### config.mk
export PLATFORM = sky130hd
export DESIGN_NAME = nco_freq_gen_flat
export DESIGN_NICKNAME = d
export VERILOG_FILES = /design/src/rtl/nco_freq_gen_if.sv /design/src/rtl/nco_freq_gen.sv /design/src/flat_wrapper.sv
export SDC_FILE = /design/constraint.sdc
export NUM_CORES = 1
export LEC_CHECK = 0
export ABC_AREA = 1
export BUFFER_PORTS_ARGS = -buffer_cell sky130_fd_sc_hd__buf_2
export CAP_MARGIN = 10
export CORE_MARGIN = 5
export CORE_UTILIZATION = 40
export DETAILED_ROUTE_END_ITERATION = 10
export PLACE_DENSITY = 0.65
export REMOVE_ABC_BUFFERS = 1
export SYNTH_ARGS = -nofsm -noshare
export SYNTH_HDL_FRONTEND = slang
export SYNTH_SLANG_ARGS = --single-unit
### constraint.sdc
create_clock -name sys_clk -period 2.5 [get_ports sys_clk]
set_input_delay 0.25 -clock sys_clk [delete_from_list [all_inputs] [get_ports sys_clk]]
set_output_delay 0.25 -clock sys_clk [all_outputs]
set_load 0.05 [all_outputs]
### src/rtl/nco_freq_gen_if.sv
// rtl/nco_freq_gen_if.sv - frequency request / increment response bundle for nco_freq_gen
interface nco_freq_gen_if #(
  parameter int FREQ_W = 20,
  parameter int ACC_W  = 32
);
  logic [FREQ_W-1:0] freq_hz;
  logic              freq_load;
  logic              ready;
  logic              err;
  logic [ACC_W-1:0]  inc_word;

  modport master (
    output freq_hz, freq_load,
    input  ready, err, inc_word
  );

  modport slave (
    input  freq_hz, freq_load,
    output ready, err, inc_word
  );
endinterface

### src/rtl/nco_freq_gen.sv
// rtl/nco_freq_gen.sv - Hz-programmed phase-accumulator square-wave source with serial divider
// Optional PRBS_EN adds a 7-bit LFSR stepped on each rising output edge.
module nco_freq_gen #(
  parameter int SYS_CLK_FREQ = 2000000,
  parameter int FREQ_W       = 20,
  parameter int ACC_W        = 32
) (
  input  logic                sys_clk,
  input  logic                rst_n,
  nco_freq_gen_if.slave       req,
  input  logic                enable,
  output logic                clk_out,
  output logic                edge_pulse,
  output logic                prbs_out
);
  localparam int DIV_W = $clog2(SYS_CLK_FREQ + 1);
  localparam int REM_W = DIV_W + 1;
  localparam int DVD_W = FREQ_W + ACC_W;
  localparam int CNT_W = $clog2(DVD_W + 1);
  localparam logic [REM_W-1:0]  DIVISOR = REM_W'(SYS_CLK_FREQ);
  localparam logic [FREQ_W-1:0] F_MAX   = FREQ_W'(SYS_CLK_FREQ / 2);

  typedef enum logic [1:0] {S_IDLE, S_DIV, S_APPLY} state_t;

  state_t            state;
  logic [DVD_W-1:0]  dvd;
  logic [REM_W-1:0]  rem;
  logic [ACC_W-1:0]  quo;
  logic [CNT_W-1:0]  cnt;
  logic              ready_r;
  logic              err_r;
  logic [ACC_W-1:0]  inc_word_r;

  logic [REM_W-1:0]  rem_sh;
  logic [REM_W-1:0]  rem_diff;
  logic              q_bit;

  assign req.ready    = ready_r;
  assign req.err      = err_r;
  assign req.inc_word = inc_word_r;

  // Restoring step: remainder stays below the divisor, so one extra bit holds the shifted trial.
  always_comb begin
    rem_sh   = {rem[REM_W-2:0], dvd[DVD_W-1]};
    rem_diff = rem_sh - DIVISOR;
    q_bit    = (rem_sh >= DIVISOR);
  end

  always_ff @(posedge sys_clk or negedge rst_n) begin
    if (!rst_n) begin
      state      <= S_IDLE;
      dvd        <= '0;
      rem        <= '0;
      quo        <= '0;
      cnt        <= '0;
      ready_r    <= 1'b1;
      err_r      <= 1'b0;
      inc_word_r <= '0;
    end else begin
      case (state)
        S_IDLE: begin
          if (req.freq_load) begin
            if (req.freq_hz > F_MAX) begin
              err_r <= 1'b1;
            end else begin
              err_r   <= 1'b0;
              dvd     <= {req.freq_hz, {ACC_W{1'b0}}};
              rem     <= '0;
              quo     <= '0;
              cnt     <= '0;
              ready_r <= 1'b0;
              state   <= S_DIV;
            end
          end
        end
        S_DIV: begin
          rem <= q_bit ? rem_diff : rem_sh;
          // Quotient bits above ACC_W are always zero for legal requests and drop off the top.
          quo <= {quo[ACC_W-2:0], q_bit};
          dvd <= dvd << 1;
          cnt <= cnt + 1'b1;
          if (cnt == CNT_W'(DVD_W - 1))
            state <= S_APPLY;
        end
        S_APPLY: begin
          inc_word_r <= quo;
          ready_r    <= 1'b1;
          state      <= S_IDLE;
        end
        default: state <= S_IDLE;
      endcase
    end
  end

  logic [ACC_W-1:0] acc;
  logic [ACC_W-1:0] acc_next;

  assign acc_next = acc + inc_word_r;

  always_ff @(posedge sys_clk or negedge rst_n) begin
    if (!rst_n) begin
      acc        <= '0;
      clk_out    <= 1'b0;
      edge_pulse <= 1'b0;
    end else if (!enable) begin
      acc        <= '0;
      clk_out    <= 1'b0;
      edge_pulse <= 1'b0;
    end else begin
      acc        <= acc_next;
      clk_out    <= acc_next[ACC_W-1];
      edge_pulse <= acc_next[ACC_W-1] & ~clk_out;
    end
  end

`ifdef PRBS_EN
  logic [6:0] lfsr;

  always_ff @(posedge sys_clk or negedge rst_n) begin
    if (!rst_n) begin
      lfsr     <= 7'h7F;
      prbs_out <= 1'b0;
    end else begin
      if (!enable)
        lfsr <= 7'h7F;
      else if (edge_pulse)
        lfsr <= {lfsr[5:0], lfsr[6] ^ lfsr[5]};
      prbs_out <= lfsr[6];
    end
  end
`else
  assign prbs_out = 1'b0;
`endif

endmodule

### src/flat_wrapper.sv
// flat-port wrapper written by rule: the top's interface ports become plain ports
module nco_freq_gen_flat 
#(
  parameter int SYS_CLK_FREQ = 2000000,
  parameter int FREQ_W       = 20,
  parameter int ACC_W        = 32
)
  (sys_clk, rst_n, enable, clk_out, edge_pulse, prbs_out, req_freq_hz, req_freq_load, req_ready, req_err, req_inc_word);
  nco_freq_gen_if #(.FREQ_W(FREQ_W), .ACC_W(ACC_W)) req_i ();
  input  logic sys_clk;
  input  logic rst_n;
  input  logic enable;
  output logic clk_out;
  output logic edge_pulse;
  output logic prbs_out;
  input wire logic [$bits(req_i.freq_hz)-1:0] req_freq_hz;
  input wire logic [$bits(req_i.freq_load)-1:0] req_freq_load;
  output wire logic [$bits(req_i.ready)-1:0] req_ready;
  output wire logic [$bits(req_i.err)-1:0] req_err;
  output wire logic [$bits(req_i.inc_word)-1:0] req_inc_word;
  assign req_i.freq_hz = req_freq_hz;
  assign req_i.freq_load = req_freq_load;
  assign req_ready = req_i.ready;
  assign req_err = req_i.err;
  assign req_inc_word = req_i.inc_word;
  nco_freq_gen #(.SYS_CLK_FREQ(SYS_CLK_FREQ), .FREQ_W(FREQ_W), .ACC_W(ACC_W)) u_core (.sys_clk(sys_clk), .rst_n(rst_n), .req(req_i), .enable(enable), .clk_out(clk_out), .edge_pulse(edge_pulse), .prbs_out(prbs_out));
endmodule
== Word level (Yosys, flattened, before mapping) ==
Index checks and enable logic that the tools add are counted.
Operators by class
  add/subtract/negate cells: 3
  $lt $le $gt $ge: 2
  equality and inequality tests: 6
  muxes and demuxes: 24
  bitwise logic cells: 2
  reductions and logical operators: 7
Operator list (number)
  $mux W52: 2
  $pmux W52 S2: 1
  $mux W32: 3
  $pmux W32 S2: 1
  $mux W21: 3
  $pmux W21 S2: 1
  $add A32 B32 Y32: 1
  $ge A22 B21 Y1 const B: 1
  $sub A21 B21 Y21 const B: 1
  $gt A20 B20 Y1 const B: 1
  $mux W6: 2
  $pmux W6 S2: 1
  $reduce_and A3 Y1: 3
  $add A6 B1 Y6 const B: 1
  $eq A6 B6 Y1 const B: 1
  $mux W2: 3
  $mux W1: 5
  $ne A2 B2 Y1 const B: 2
  $pmux W2 S2: 1
  $reduce_bool A2 Y1: 2
  $eq A2 B1 Y1 const B: 1
  $eq A2 B2 Y1 const B: 1
  $logic_not A2 Y1: 1
  $ne A2 B1 Y1 const B: 1
  4 further kinds: 4
Word-level totals
  bits in registers: 181
  bits of input ports: 24
  output and inout port bits: 37
  logic and storage cells: 55

== Logic depth before layout (Yosys ltp) ==
Gate-level depths: netlist of run 1.
  word-level depth: 4
  mapped depth: 13
  mapped depth without buffers: 13

== Worst setup path after synthesis of run 1 ==
OpenSTA, ideal clock, no wires.
  path kind: register to register
  from: reg u_core.inc_word_r[0] (netlist: u_core.req.inc_word[0])
  to: reg u_core.acc[30]
  setup time: 119 ps
  arrival: 2151 ps
  path slack: 230 ps
  stages on the path, launching flop included: 12
  path buffers: 0
  period minus slack after synthesis: 2270 ps
  cells stage by stage: dfrtp_1 -> ha_1 -> inv_1 -> fa_1 -> o21ai_1 -> nand2_1 -> nand2_1 -> nand2_1 -> nand2_1 -> nand2_1 -> a21oi_1 -> nor2_1
On the way
  longest elaborated chain between the ends: 2
RTL lines
  from (decl): line nco_freq_gen.sv:32  | logic [ACC_W-1:0] inc_word_r;
  from (signal assigned): line nco_freq_gen.sv:86  | inc_word_r <= quo;
  $add A32 B32 Y32: line nco_freq_gen.sv:98  | assign acc_next = acc + inc_word_r;
  $mux W32: line nco_freq_gen.sv:105  | end else if (!enable) begin
  to (signal assigned): line nco_freq_gen.sv:110  | acc <= acc_next;
  to (decl): line nco_freq_gen.sv:95  | logic [ACC_W-1:0] acc;
No other way between the ends.
A chain may end at the register's enable or synchronous reset.

== Worst setup path in the final report of run 1 ==
Same ends and word-level chain as after synthesis.

==> impl_metrics.py, run 1 <==
metrics = {
    "placed_design": {
        "gp_congestion": 0.941,
        "place_ws_ns": 0.346,
        "hpwl_mm": 14.1,
        "placedCellCount": 1452,
        "io_buffers": 59,
        "placed_area_um2": 8840,
    },
    "grt": {
        "gr-total-overflow": 0,
        "grt_first_pass_wirelength_mm": 33.5,
        "antenna_found_initial": 0,
        "grt_pass1_vias": 6830,
        "grt.total_usage": 0.171,
        "grt_max_degree": 64,
    },
    "timing": {
        "skew_ns": 0.0174,
        "hold_slack_ns": 0.0715,
        "max_slew_margin": 0.597,
        "setup_ws_ns": 0.331,
        "max_freq_mhz": 461,
        "setup-violations-final": 0,
        "grt_setup_unrepaired": "no",
        "tightest_slew_ns": 0.605,
        "tns_ns": 0,
        "final_hold_viol_count": 0,
        "slew_viol_final": 0,
        "min_period_over_period": 0.868,
        "finalCriticalPeriod_ns": 2.17,
    },
    "route": {
        "drc": 0,
        "vias_per_cell": 4.84,
        "routed-wl-met3_um": 910,
        "vias": 7194,
        "top_layer": "met4",
        "totalWireLength_mm": 19.8,
        "first_pass_iters": 5,
        "wirelength_met1_mm": 9.33,
        "route.met2.wl_mm": 9.31,
        "postRouteAntennaNets": 0,
        "wl_per_cell_um": 13.3,
        "drt-initial-drc-count": 514,
    },
    "synth": {
        "synthTopCellsByArea": "dfrtp_1 45%, nand2_1 19%, inv_1 6.3%",
        "synth_top_family_by_area": "simple AND/OR/NAND/NOR gates",
        "ys_types": 35,
        "netlist_area_um2": 8240,
        "synthAdderAreaFrac": 0.0525,
        "yosysWarnings": 0,
        "synth_simple_gate_area_frac": 0.292,
        "yosysMostFrequentCell": "nand2_1",
        "synth_area_leader_cell": "dfrtp_1",
        "synthXorXnorAreaFrac": 0.0106,
        "synth-main-ff-cell": "dfrtp_1",
        "synth_mux_area_frac": 0.00137,
        "ys_seq_area_frac": 0.449,
        "ys_seq_elements": 148,
        "syn_inst": 1145,
        "synth_edf_count": 0,
        "ys_top_cells_by_count": "421 x nand2_1, 147 x dfrtp_1, 138 x inv_1, 101 x o21ai_0, 92 x nor2_1",
        "yosysTopAreaCellShare": 0.446,
        "async_flop_share": 1.00,
        "synth_compound_area_frac": 0.109,
        "synth_area_per_cell_um2": 7.20,
    },
    "worst_setup_path": {
        "worstPathRequired_ns": 2.83,
        "cp-start-kind": "flop",
        "arrival_ns": 2.50,
        "path_max_fanout": 4,
        "crit_path_end_kind": "flop",
        "crit_type": "flop to flop",
    },
    "clocking": {
        "clkSinkCount": 148,
        "post_cts_buffers": 0,
        "cts_buffers": 17,
        "cts_buffer_depth": 2,
        "htreeDepth": 4,
        "insertion_delay_ns": 0.43,
        "clk_pin_slew_worst_paths_ns": 0.06,
        "cts_tree": "built",
        "cts_root_buffer": "clkbuf_16",
    },
    "floorplan": {
        "pin_count": 61,
        "die_area_um2": 23600,
        "rows": 52,
        "die_y_um": 154,
        "start_util": 0.407,
        "core_area_um2": 20200,
        "die_x_um": 154,
    },
    "layout": {
        "fin_area_um2": 9460,
        "final_net_count": 1260,
        "syn_to_final_growth_pct": 14.8,
        "stdcell_count": 1485,
        "n_antenna_cell": 0,
        "layout-drive-gt1-share": 0.0897,
    },
    "pwr": {
        "p_leak_uw": 0.00519,
        "ir_drop_uv": 465,
        "p_per_area_nw_per_um2": 548,
    },
    "hold_path": {
        "min_path_type": "input pin to flop",
    },
    "status": {
        "status": "completed",
    },
    "job": {
        "maxCapViolations": 0,
    },
}
[where the power goes]
group          switching [uW]  internal [uW]  total [uW]
Combinational            82.9           29.1         112
Sequential              0.500           2400        2400
Clock                    1040           1630        2670
Total                    1130           4060        5180
[path summary, 6_finish.rpt]
check	start	end	slack, ns	depth (start not counted)
worst min-delay path	req_freq_load	u_core.req.ready	0.07	4
worst max register to register	u_core.req.inc_word[0]	u_core.acc[30]	0.33	11
max in group asynchronous	rst_n	u_core.quo[2]	1.43	3
min in group asynchronous	rst_n	u_core.dvd[39]	0.36	2
worst min register to register	u_core.acc[31]	u_core.edge_pulse	0.47	1
worst max-delay path	u_core.req.inc_word[0]	u_core.acc[30]	0.33	11
[cell families after synthesis]
| group | Yosys count |
|---|---|
| AND/OR/NAND/NOR | 604 |
| AO/OA/AOI/OAI | 174 |
| buffers and inverters | 173 |
| flip-flops | 148 |
| adder cells (fa/ha/maj) | 34 |
| XOR/XNOR | 10 |
| other | 1 |
| multiplexers | 1 |
[cell usage in the layout (no fill, tap or decap), types with 2 or more instances in the layout]
| master | count |
|---|---|
| nor3_1 | 12 |
| xor2_1 | 5 |
| buf_12 | 3 |
| nand3b_1 | 3 |
| o21a_1 | 2 |
| inv_6 | 2 |
| o21ai_1 | 6 |
| or2_1 | 2 |
| ha_1 | 33 |
| clkinvlp_4 | 3 |
| nor2_1 | 92 |
| nor4_1 | 3 |
| o21ai_0 | 101 |
| nand3_1 | 61 |
| o21bai_1 | 7 |
| bufinv_16 | 3 |
| nand4_1 | 4 |
| nand2_2 | 3 |
| a21oi_1 | 55 |
| buf_4 | 8 |
| clkinv_4 | 2 |
| xnor2_1 | 5 |
| buf_2 | 58 |
| inv_1 | 138 |
| inv_2 | 2 |
| clkbuf_16 | 17 |
| nand2_1 | 420 |
| clkbuf_8 | 2 |
| clkbuf_1 | 3 |
| dfrtp_1 | 147 |
[sequential cells by signal, summed over array words and instances, names as in the netlist]
register,count
u_core.state,2
u_core.quo,32
u_core.req.ready,1
u_core.rem,21
u_core.edge_pulse,1
u_core.req.inc_word,32
u_core.cnt,6
u_core.acc,32
u_core.dvd,20
u_core.req.err,1
[metrics by stage]
stage                      util  total power [uW]
after global routing      0.468              5350
after detailed placement  0.437              2560
final                     0.468              5180
after floorplan               -              2460
after CTS                 0.468              5240
after global placement    0.437              2560
[critical path, stage by stage, from the launching register on]
cell and delay [ns]:
dfrtp_1 0.38, ha_1 0.21, inv_1 0.07, fa_1 0.42, o21ai_1 0.34, nand2_1 0.09
nand2_1 0.10, nand2_1 0.06, nand2_1 0.11, nand2_1 0.09, a21oi_1 0.14, nor2_1 0.06
[per-layer routing]
metal,global-route usage,vias up
li1,-,3724
met5,0,-
met4,0.0378,0
met1,0.236,3331
met3,0.0382,20
met2,0.278,119
[repair_timing]
action,4_1_cts,5_1_grt
hold endpoints to repair,58,0
hold buffers,1,0
gates resized for setup,0,0
[layout make-up]
class,count,area [um^2]
clock inverters,10,148
inverters,140,526
flip-flops and latches,148,3700
well taps,270,338
repair buffers,71,432
multi-input cells,824,3850
fillers,2006,10800
clock buffers,22,464
(Power assumes the default switching activity.)
==> run 2, diff against run 1 <==
- clock period: 2.5 -> 2.15 ns (I/O delays scaled with it)
==> impl_metrics.py, run 2 (synthesis results as in run 1) <==
metrics = {
    "clocking": {
        "insertion_delay_ns": 0.43,
        "htreeDepth": 4,
        "post_cts_buffers": 0,
        "cts_tree": "built",
        "cts_buffers": 17,
        "clkSinkCount": 148,
        "cts_buffer_depth": 2,
        "clk_pin_slew_worst_paths_ns": 0.07,
        "cts_root_buffer": "clkbuf_16",
    },
    "placed_design": {
        "io_buffers": 59,
        "hpwl_mm": 14.1,
        "gp_congestion": 0.910,
        "placedCellCount": 1457,
    },
    "worst_setup_path": {
        "slowest_delay_ns": 0.40,
        "crit_path_cell_trace": "ha_1, or2_2, nand3_1, nand2_1, nand2_1, nand2_1, nand2_1, nand3_1, nand2_1, nand2_1, nor2_1",
        "path_common_cell": "nand2_1",
        "r2r-start": "u_core.req.inc_word[2]",
        "worstPathRequired_ns": 2.51,
        "arrival_ns": 2.32,
        "path_max_fanout": 5,
        "cp_top_family": "simple AND/OR/NAND/NOR gates",
        "reg2reg_depth": 11,
        "cp_slowest_cell": "dfrtp_1",
        "worstReg2RegEnd": "u_core.acc[23]",
        "crit_type": "flop to flop",
        "cp-start-kind": "flop",
        "crit_path_end_kind": "flop",
        "worst-path-buf-inv": 0,
        "r2r_slack_ns": 0.18,
    },
    "layout": {
        "seqCellArea_um2": 3700,
        "multiInputGateArea_um2": 3880,
        "syn_to_final_growth_pct": 15.1,
        "utilization": 0.469,
        "final_common_cell": "nand2_1",
        "layout-drive-gt1-share": 0.0992,
        "fill_cells": 2067,
        "final_cell_mix": "419 x nand2_1, 147 x dfrtp_1, 138 x inv_1, 100 x o21ai_0, 92 x nor2_1",
        "stdcell_count": 1490,
        "final_net_count": 1265,
        "n_antenna_cell": 0,
    },
    "route": {
        "vias_per_cell": 4.82,
        "wl_per_cell_um": 13.2,
        "drc": 0,
        "drt-initial-drc-count": 498,
        "vias": 7189,
        "first_pass_iters": 5,
        "postRouteAntennaNets": 0,
        "totalWireLength_mm": 19.7,
    },
    "timing": {
        "final_hold_viol_count": 0,
        "max_freq_mhz": 509,
        "grt_setup_unrepaired": "no",
        "min_period_over_period": 0.914,
        "slew_viol_final": 0,
        "finalCriticalPeriod_ns": 1.97,
        "skew_ns": 0.0100,
        "setup-violations-final": 0,
    },
    "pwr": {
        "p_leak_uw": 0.00519,
        "ir_drop_uv": 530,
        "p_per_area_nw_per_um2": 606,
    },
    "floorplan": {
        "die_area_um2": 23600,
        "start_util": 0.407,
        "pin_count": 61,
        "die_x_um": 154,
        "rows": 52,
        "core_area_um2": 20200,
        "die_y_um": 154,
    },
    "grt": {
        "grt_first_pass_wirelength_mm": 33.3,
        "grt_max_degree": 60,
        "grt.total_usage": 0.170,
        "antenna_found_initial": 0,
        "grt_pass1_vias": 6854,
        "gr-total-overflow": 0,
    },
    "job": {
        "maxCapViolations": 0,
    },
    "hold_path": {
        "holdPathEnd": "u_core.req.ready",
        "min_path_type": "input pin to flop",
        "hold_start": "req_freq_load",
        "hold_depth": 4,
    },
    "status": {
        "status": "completed",
    },
}
run 2: worst max-delay path by stage:
stage	from	slack (ns)	depth (start not counted)	to
2_1_floorplan	u_core.state[0]	-0.40	4	u_core.dvd[32]
3_3_place_gp	u_core.req.inc_word[0]	0.15	11	u_core.acc[30]
3_5_place_dp	u_core.req.inc_word[0]	0.05	11	u_core.acc[30]
4_1_cts	u_core.req.inc_word[0]	0.03	11	u_core.acc[30]
5_1_grt	u_core.req.inc_word[2]	0.01	11	u_core.acc[23]
6_report	u_core.req.inc_word[2]	0.18	11	u_core.acc[23]
run 2: what timing repair did:
item                       CTS  global route
setup endpoints to repair    0            13
hold buffers                 1             0
hold endpoints to repair    47             0
resized for setup            0             8
run 2: area by class of cell:
| type | count | area share |
|---|---|---|
| multi-input cells | 824 | 0.409 |
| flip-flops and latches | 148 | 0.391 |
| inverters | 140 | 0.0554 |
| repair buffers | 76 | 0.0508 |
| clock buffers | 20 | 0.0471 |
| well taps | 270 | 0.0356 |
| clock inverters | 12 | 0.0112 |
run 2: layer usage:
metal | GRT usage | share of wire
met1 | 0.231 | 0.49
met2 | 0.280 | 0.47
met3 | 0.0357 | 0.039
met4 | 0.0408 | 0.0089
met5 | 0 | 0
run 2: through the flow:
stage                     hold WS (ns)  setup slack (ns)  cell area (um^2)  power, uW  setup TNS [ns]
final                           0.0561             0.185              9490       5750               0
after detailed placement         0.201            0.0516              8890       2970               0
after global routing            0.0626            0.0104              9490       5940               0
after global placement           0.198             0.146              8890       2970               0
after floorplan                -0.0806            -0.405              8080       2860          -27.55
after CTS                       0.0385            0.0301              9450       5820               0
run 2: where the power goes:
group	switching (uW)	leakage [uW]	total [uW]	internal [uW]
registers	0.501	0.00192	2790	2790
logic	95.6	0.00300	131	35.2
clock network	1210	0.000263	2830	1620
total	1310	0.00519	5750	4440
run 2: worst reg2reg max path: cells and delay by family, from the launching register on:
| family | cells | cell delay [ns] |
|---|---|---|
| and+or+nand+nor | 10 | 1.14 |
| DFF | 1 | 0.40 |
| adders and majority gates | 1 | 0.37 |
==> run 3, diff against run 2 <==
- CORE_ASPECT_RATIO: default -> 2
==> impl_metrics.py, run 3 (synthesis results as in run 1) <==
metrics = {
    "status": {
        "status": "completed",
    },
    "pwr": {
        "p_leak_uw": 0.00523,
        "ir_drop_uv": 491,
        "p_per_area_nw_per_um2": 604,
    },
    "floorplan": {
        "die_area_um2": 23800,
        "start_util": 0.405,
        "die_x_um": 112,
        "rows": 74,
        "core_area_um2": 20400,
        "die_y_um": 213,
        "pin_count": 61,
    },
    "job": {
        "maxCapViolations": 0,
    },
    "clocking": {
        "insertion_delay_ns": 0.44,
        "htreeDepth": 4,
        "cts_tree": "built",
        "cts_root_buffer": "clkbuf_16",
        "cts_buffers": 17,
        "clk_pin_slew_worst_paths_ns": 0.06,
        "cts_buffer_depth": 2,
        "clkSinkCount": 148,
    },
    "timing": {
        "grt_setup_unrepaired": "yes",
        "min_period_over_period": 0.937,
        "hold_slack_ns": 0.0571,
        "skew_ns": 0.00999,
        "final_hold_viol_count": 0,
        "setup-violations-final": 0,
        "max_slew_margin": 0.655,
        "finalCriticalPeriod_ns": 2.02,
        "tightest_slew_ns": 0.517,
        "slew_viol_final": 0,
        "max_freq_mhz": 496,
    },
    "route": {
        "postRouteAntennaNets": 0,
        "vias_per_cell": 4.92,
        "first_pass_iters": 5,
        "vias": 7337,
        "drc": 0,
        "wl_per_cell_um": 14.3,
        "drt-initial-drc-count": 338,
        "totalWireLength_mm": 21.4,
    },
    "layout": {
        "stdcell_count": 1491,
        "final_common_cell": "nand2_1",
        "fin_area_um2": 9510,
        "n_antenna_cell": 0,
        "utilization": 0.467,
        "multiInputGateArea_um2": 3870,
        "final_cell_mix": "420 x nand2_1, 147 x dfrtp_1, 138 x inv_1, 100 x o21ai_0, 91 x nor2_1",
        "seqCellArea_um2": 3700,
        "syn_to_final_growth_pct": 15.4,
        "final_net_count": 1270,
        "layout-drive-gt1-share": 0.104,
        "fill_cells": 2099,
    },
    "grt": {
        "gr-total-overflow": 0,
        "grt_max_degree": 64,
        "grt_first_pass_wirelength_mm": 34.7,
        "grt_pass1_vias": 7308,
        "antenna_found_initial": 0,
        "grt.total_usage": 0.184,
    },
    "worst_setup_path": {
        "arrival_ns": 2.34,
        "path_max_fanout": 5,
        "worstReg2RegEnd": "u_core.acc[17]",
        "cp-start-kind": "flop",
        "reg2reg_depth": 9,
        "crit_path_end": "u_core.acc[17]",
        "r2r-start": "u_core.req.inc_word[8]",
        "worstPathRequired_ns": 2.47,
        "crit_path_end_kind": "flop",
        "crit_type": "flop to flop",
        "r2r_slack_ns": 0.13,
        "cp-startpoint": "u_core.req.inc_word[8]",
    },
    "placed_design": {
        "gp_congestion": 0.908,
        "hpwl_mm": 16.0,
        "placedCellCount": 1457,
        "placed_area_um2": 8910,
        "io_buffers": 59,
    },
    "hold_path": {
        "min_path_type": "input pin to flop",
    },
}
## run 3: critical path, cell delays in order, from the launching register on
cell and delay, ns:
dfrtp_1 0.42, ha_1 0.39, nand2_1 0.13, inv_1 0.06, a21oi_1 0.20, nand3_1 0.24
a21oi_1 0.28, nand2_1 0.08, nand2_1 0.06, nor2_1 0.04
## run 3: where the power goes
group / switching [uW] / internal [uW] / total, uW
Combinational: 97.8 / 37.5 / 135
Clock: 1290 / 1530 / 2820
Sequential: 0.622 / 2790 / 2790
Total: 1390 / 4360 / 5740
## run 3: worst min path at each step
stage,from,slack [ns],end,cells past startpoint
detailed placement,rst_n,0.22,u_core.dvd[37],1
floorplan,rst_n,-0.08,u_core.acc[0],0
global route,req_freq_hz[0],0.06,u_core.dvd[32],3
CTS,req_freq_load,0.04,u_core.req.ready,4
global placement,rst_n,0.21,u_core.dvd[37],1
finish,req_freq_load,0.06,u_core.req.ready,4
## run 3: repair_timing
item / CTS / global route
resized for setup: 0 / 7
setup buffers: 0 / 1
hold endpoints to repair: 48 / 0
endpoints found under the setup margin: 0 / 16
hold buffers: 1 / 0
## run 3: layer usage
layer | track usage | vias to the layer above | part of all wire
li1 | - | 3744 | -
met1 | 0.177 | 3410 | 0.36
met2 | 0.366 | 139 | 0.57
met3 | 0.0337 | 44 | 0.029
met4 | 0.0953 | 0 | 0.034
met5 | 0 | - | 0
## run 3: stage by stage
| step | setup WS [ns] | setup TNS [ns] | power, uW |
|---|---|---|---|
| after floorplan | -0.405 | -27.55 | 2860 |
| after CTS | 0.0275 | 0 | 5820 |
| after global placement | 0.117 | 0 | 2980 |
| final | 0.135 | 0 | 5740 |
| after global routing | -0.0218 | -0.0557 | 5920 |
| after detailed placement | 0.0362 | 0 | 2980 |
## run 3: cell type report
| cell class | count | area share |
|---|---|---|
| Multi-Input combinational cell | 824 | 0.407 |
| Timing Repair Buffer | 81 | 0.0546 |
| Sequential cell | 148 | 0.389 |
| Clock inverter | 14 | 0.0125 |
| Inverter | 140 | 0.0552 |
| Tap cell | 266 | 0.0350 |
| Clock buffer | 18 | 0.0462 |
